===== src/rtl/video_deser.sv =====
// Serial video receiver: frames '166 pixel bits into bytes using the sync pulses
// and queues {data, x, y} words in a small valid/ready FIFO.
module video_deser #(
    parameter int WORDS_PER_LINE = 64,
    parameter int LINES          = 342,
    parameter int H_SKIP         = 16,
    parameter int FIFO_DEPTH     = 4
) (
    input  logic       clk,
    input  logic       n_clr,
    input  logic       video,
    input  logic       n_hsync,
    input  logic       n_vsync,
    input  logic       out_ready,
    output logic       out_valid,
    output logic [7:0] out_data,
    output logic [7:0] out_x,
    output logic [9:0] out_y,
    output logic       frame_done,
    output logic       overrun,
    output logic [2:0] dbg_state
);
    localparam int          AW        = $clog2(FIFO_DEPTH);
    localparam logic [7:0]  X_LAST    = 8'(WORDS_PER_LINE - 1);
    localparam logic [10:0] LINE_END  = 11'(LINES);
    localparam logic [11:0] SKIP_LAST = (H_SKIP == 0) ? 12'd0 : 12'(H_SKIP - 1);
    localparam logic [AW:0] FULL_CNT  = (AW + 1)'(FIFO_DEPTH);

    typedef enum logic [2:0] {
        WAIT_VSYNC = 3'd0,
        WAIT_LINE  = 3'd1,
        SKIP       = 3'd2,
        ACTIVE     = 3'd3,
        DONE       = 3'd4
    } state_t;

    localparam state_t LINE_START = (H_SKIP == 0) ? ACTIVE : SKIP;

    state_t      state_q;
    logic        hs_prev_q;
    logic        vs_prev_q;
    logic [6:0]  shift_q;
    logic [2:0]  bit_q;
    logic [7:0]  x_q;
    logic [9:0]  y_q;
    logic [11:0] skip_q;
    logic        frame_done_q;

    logic        hs_fall;
    logic        vs_fall;
    logic        byte_done;
    logic        line_last;
    logic [7:0]  byte_data;
    logic [10:0] y_next;

    assign hs_fall   = hs_prev_q & ~n_hsync;
    assign vs_fall   = vs_prev_q & ~n_vsync;
    assign y_next    = {1'b0, y_q} + 11'd1;
    assign line_last = (y_next == LINE_END);
    assign byte_data = {shift_q, video};
    // A sync fall on the completing edge wins: that byte is discarded, never pushed.
    assign byte_done = (state_q == ACTIVE) & ~vs_fall & ~hs_fall & (bit_q == 3'd7);

    always_ff @(posedge clk or negedge n_clr) begin
        if (!n_clr) begin
            state_q      <= WAIT_VSYNC;
            hs_prev_q    <= 1'b1;
            vs_prev_q    <= 1'b1;
            shift_q      <= '0;
            bit_q        <= '0;
            x_q          <= '0;
            y_q          <= '0;
            skip_q       <= '0;
            frame_done_q <= 1'b0;
        end else begin
            hs_prev_q    <= n_hsync;
            vs_prev_q    <= n_vsync;
            frame_done_q <= 1'b0;
            if (vs_fall) begin
                y_q     <= '0;
                x_q     <= '0;
                bit_q   <= '0;
                state_q <= WAIT_LINE;
            end else begin
                case (state_q)
                    WAIT_LINE: begin
                        if (hs_fall) begin
                            skip_q  <= '0;
                            x_q     <= '0;
                            bit_q   <= '0;
                            state_q <= LINE_START;
                        end
                    end
                    SKIP, ACTIVE: begin
                        if (hs_fall) begin
                            // Short line: keep what was pushed, move on to the next line.
                            skip_q <= '0;
                            x_q    <= '0;
                            bit_q  <= '0;
                            if (line_last) begin
                                state_q <= DONE;
                            end else begin
                                y_q     <= y_next[9:0];
                                state_q <= LINE_START;
                            end
                        end else if (state_q == SKIP) begin
                            if (skip_q == SKIP_LAST) begin
                                state_q <= ACTIVE;
                            end else begin
                                skip_q <= skip_q + 12'd1;
                            end
                        end else begin
                            shift_q <= byte_data[6:0];
                            bit_q   <= bit_q + 3'd1;
                            if (bit_q == 3'd7) begin
                                if (x_q == X_LAST) begin
                                    x_q <= '0;
                                    if (line_last) begin
                                        frame_done_q <= 1'b1;
                                        state_q      <= DONE;
                                    end else begin
                                        y_q     <= y_next[9:0];
                                        state_q <= WAIT_LINE;
                                    end
                                end else begin
                                    x_q <= x_q + 8'd1;
                                end
                            end
                        end
                    end
                    default: ;
                endcase
            end
        end
    end

    // Output handshake: an entry transfers on a rising clk edge where out_valid
    // and out_ready are both high; out_valid never depends on out_ready, and the
    // head entry is held stable until it transfers.
    logic [25:0]   mem_q [FIFO_DEPTH];
    logic [AW-1:0] wr_q;
    logic [AW-1:0] rd_q;
    logic [AW:0]   cnt_q;
    logic [AW:0]   cnt_d;
    logic          overrun_q;
    logic          overrun_d;
    logic          full;
    logic          pop;
    logic          do_wr;

    assign full  = (cnt_q == FULL_CNT);
    assign pop   = out_valid & out_ready;
    assign do_wr = byte_done & (~full | pop);

    always_comb begin
        cnt_d = cnt_q;
        if (do_wr && !pop) begin
            cnt_d = cnt_q + 1'b1;
        end else if (!do_wr && pop) begin
            cnt_d = cnt_q - 1'b1;
        end
        overrun_d = overrun_q | (byte_done & full & ~pop);
    end

    always_ff @(posedge clk or negedge n_clr) begin
        if (!n_clr) begin
            for (int i = 0; i < FIFO_DEPTH; i++) begin
                mem_q[i] <= '0;
            end
            wr_q      <= '0;
            rd_q      <= '0;
            cnt_q     <= '0;
            overrun_q <= 1'b0;
        end else begin
            if (do_wr) begin
                mem_q[wr_q] <= {byte_data, x_q, y_q};
                wr_q        <= wr_q + 1'b1;
            end
            if (pop) begin
                rd_q <= rd_q + 1'b1;
            end
            cnt_q     <= cnt_d;
            overrun_q <= overrun_d;
        end
    end

    assign out_valid                   = (cnt_q != '0);
    assign {out_data, out_x, out_y}    = mem_q[rd_q];
    assign frame_done                  = frame_done_q;
    assign overrun                     = overrun_q;
    assign dbg_state                   = state_q;

endmodule

===== config.mk =====
export PLATFORM = sky130hd
export DESIGN_NAME = video_deser
export DESIGN_NICKNAME = d
export VERILOG_FILES = /design/src/rtl/video_deser.sv
export SDC_FILE = /design/constraint.sdc
export NUM_CORES = 1
export LEC_CHECK = 0
export CAP_MARGIN = 20
export CORE_MARGIN = 3
export CORE_UTILIZATION = 54
export CTS_CLUSTER_DIAMETER = 200
export DETAILED_ROUTE_END_ITERATION = 16
export PLACE_DENSITY = 0.76
export REMOVE_ABC_BUFFERS = 1
export SETUP_SLACK_MARGIN = 0.3
export SLEW_MARGIN = 20
export SYNTH_ARGS = -nofsm -noshare
export SYNTH_HDL_FRONTEND = slang
export SYNTH_SLANG_ARGS = --single-unit

===== constraint.sdc =====
create_clock -name clk -period 2.6 [get_ports clk]
set_input_delay 0.52 -clock clk [delete_from_list [all_inputs] [get_ports clk]]
set_output_delay 0.52 -clock clk [all_outputs]
set_load 0.02 [all_outputs]

==> results.json <==
{
  "cap_violations": 0,
  "hold_class": "input pin to asynchronous set/reset pin",
  "fp.dieW_microns": 123.5,
  "cts.clk_slew.worst_paths_ps": 60,
  "fin_nets": 643,
  "netlist_area_sq_um": 7461,
  "grt_max_degree": 69,
  "maxSlewViolCount": 0,
  "cts-root-buf": "clkbuf_16",
  "grt_overflow": 0,
  "grt_pass1_vias": 5028,
  "ys_types": 58,
  "pre_cts_ws_ps": -93.86,
  "powerDensity_nw_per_um2": 766.2,
  "die_y_microns": 123.5,
  "drc_errors": 0,
  "pin_count": 38,
  "grt_pass1_wl_mm": 25.56,
  "crit_fanout": 5,
  "tns_ps": 0,
  "clockPowerShare": 0.349,
  "synth_cells": 555,
  "final_cell_mix": "dfrtp_1, mux2_2, o21ai_0",
  "layout_commonest_cell": "dfrtp_1",
  "clkSinkCount": 158,
  "track_usage": 0.2207,
  "syn_avg_cell_area_sq_um": 13.44,
  "critPathKind": "flop to primary output",
  "setup_viol": 0,
  "seqPwrFrac": 0.419,
  "num_vias": 4745,
  "antenna_cells": 0,
  "drt_iter0_markers": 326,
  "wl_mm": 15.56,
  "maxSlewHeadroom": 0.5743,
  "numCtsBuffers": 17,
  "drive_gt1_frac": 0.4216,
  "power_frac_comb": 0.231,
  "switching_share": 0.2920,
  "grt_setup_unrepaired": "yes",
  "io_buffers": 37,
  "endpoint_kind": "primary output",
  "yosysWarnings": 0,
  "synth_flop_cell": "dfrtp_1",
  "cts_buffer_depth": 2,
  "p_int_mw": 4.862,
  "gp_congestion": 0.8535,
  "ant_nets": 0,
  "max-vdd-ir-drop_mv": 0.5735,
  "vias_per_cell": 5.829,
  "firstDrtPassIters": 4,
  "start_util": 0.5568,
  "arrival_ps": 1820,
  "cts_tree": "done",
  "status": "finished, final reports clean",
  "routedWlPerCell_microns": 19.11,
  "cp-start-kind": "flop",
  "dieArea_sq_um": 15260,
  "grt_antenna_before_repair": 0,
  "p_leak_nw": 4.309,
  "worst_pin_slew_ps": 638.5,
  "required_ps": 2080,
  "dp_hpwl_mm": 9.811,
  "synth_edf_count": 0,
  "synth_seq_cells": 158,
  "core_sq_um": 13400,
  "min_period_ps": 2338,
  "hold_violations": 0,
  "fmax_ghz": 0.4277,
  "skew_ps": 8.227,
  "syn_to_final_growth_pct": 20.14,
  "fin_crit_sh": 0.8992,
  "ys_seq_area_frac": 0.5303,
  "power_mw": 6.868,
  "p_sw_mw": 2.006,
  "fin_ws_ps": 262.1,
  "htree_levels": 4,
  "clk_latency_ps": 430,
  "async_reset_ff_frac": 1.000,
  "row_count": 42
}
-- power by group through the flow --
stage | combinational, mW | sequential (mW) | clock (mW)
2_1_floorplan | 0.664 | 3.02 | 0
5_1_grt | 1.73 | 2.92 | 2.55
3_5_place_dp | 1.34 | 2.90 | 0
6_report | 1.59 | 2.88 | 2.40
3_3_place_gp | 1.30 | 2.88 | 0
4_1_cts | 1.53 | 2.87 | 2.43
-- stage by stage --
stage / std cells / instance area (sq um) / util / hold slack [ps]
2_1_floorplan: 524 / 7252 / - / 224.4
3_3_place_gp: 774 / 8235 / 0.6146 / 465.6
3_5_place_dp: 774 / 8235 / 0.6146 / 481.8
4_1_cts: 811 / 8777 / 0.6550 / 115.6
5_1_grt: 814 / 8964 / 0.6689 / 137.3
6_report: 814 / 8964 / 0.6689 / 94.78
-- cell families (layout without fill, tap and decap cells) --
logic type,Yosys count,in the layout,share of synthesized area
XOR/XNOR,16,16,0.01878
flip-flops,158,158,0.5303
multiplexers,138,138,0.2475
AO/OA/AOI/OAI,67,67,0.05501
adder cells (fa/ha/maj),12,12,0.02113
buffers and inverters,39,122,0.03203
AND/OR/NAND/NOR,125,125,0.09526
-- area by class of cell --
class,count,area (sq um)
Multi-Input combinational cell,358,3307
Inverter,8,30.03
Fill cell,947,4437
Sequential cell,158,3963
Clock buffer,20,446.7
Tap cell,176,220.2
Clock inverter,12,120.1
Timing Repair Buffer,82,877.1
-- synth_stat cells, types with 3 or more instances --
cell	number	area (sq um)
o21ai_0	32	160.2
nor2b_1	3	18.77
nand4_1	12	75.07
clkbuf_1	10	37.54
nor4b_1	3	26.28
a21o_1	3	22.52
or3_1	3	18.77
mux2_2	112	1261
nor3_1	4	20.02
buf_2	8	40.04
nor2_1	29	108.9
nand2_1	26	97.59
ha_1	11	137.6
a21oi_1	8	40.04
mux4_2	26	585.6
inv_1	8	30.03
nand3_1	10	50.05
nor4_1	3	18.77
nand2_4	4	45.04
dfrtp_1	156	3904
xnor2_1	4	35.03
and3_1	8	50.05
xor2_1	12	105.1
a31oi_1	4	25.02
buf_6	10	112.6
nor3b_1	3	22.52
o31ai_1	4	30.03
-- final timing paths --
check	start	endpoint	slack, ps	depth (start not counted)
setup / recovery	rd_q[0]	out_y[6]	260	4
hold / removal	n_clr	mem_q[20]	90	1
setup reg to reg	y_q[7]	dbg_state[0]	360	6
hold reg to reg	skip_q[11]	skip_q[11]	490	1
max in group asynchronous	n_clr	dbg_state[0]	1760	2
min in group clk	n_vsync	vs_prev_q	260	1
-- routing by layer --
metal  track usage  wire length [microns]
met5             0                      0
met4       0.06713                    170
met3       0.05032                    468
met2        0.3744                   8077
met1        0.2840                   6842
-- flip-flops by register name (all words and copies together), names as in the netlist --
name,count
cnt_q,3
shift_q,7
x_q,8
dbg_state,3
bit_q,3
hs_prev_q,1
y_q,10
rd_q,2
frame_done,1
skip_q,12
vs_prev_q,1
wr_q,2
mem_q,104
overrun,1
-- timing repair --
item	in CTS	in global routing
gates cloned	2	1
pin swaps	1	5
hold buffers	0	0
resized for setup	110	46
setup endpoints to repair	28	27
setup buffers	3	2
-- critical path, stage by stage (launching register included) --
cell and delay [ps]:
dfrtp_2 450, buf_6 140, buf_16 120, mux4_2 530, buf_6 150
No activity file was read; power rests on OpenSTA's default activity.
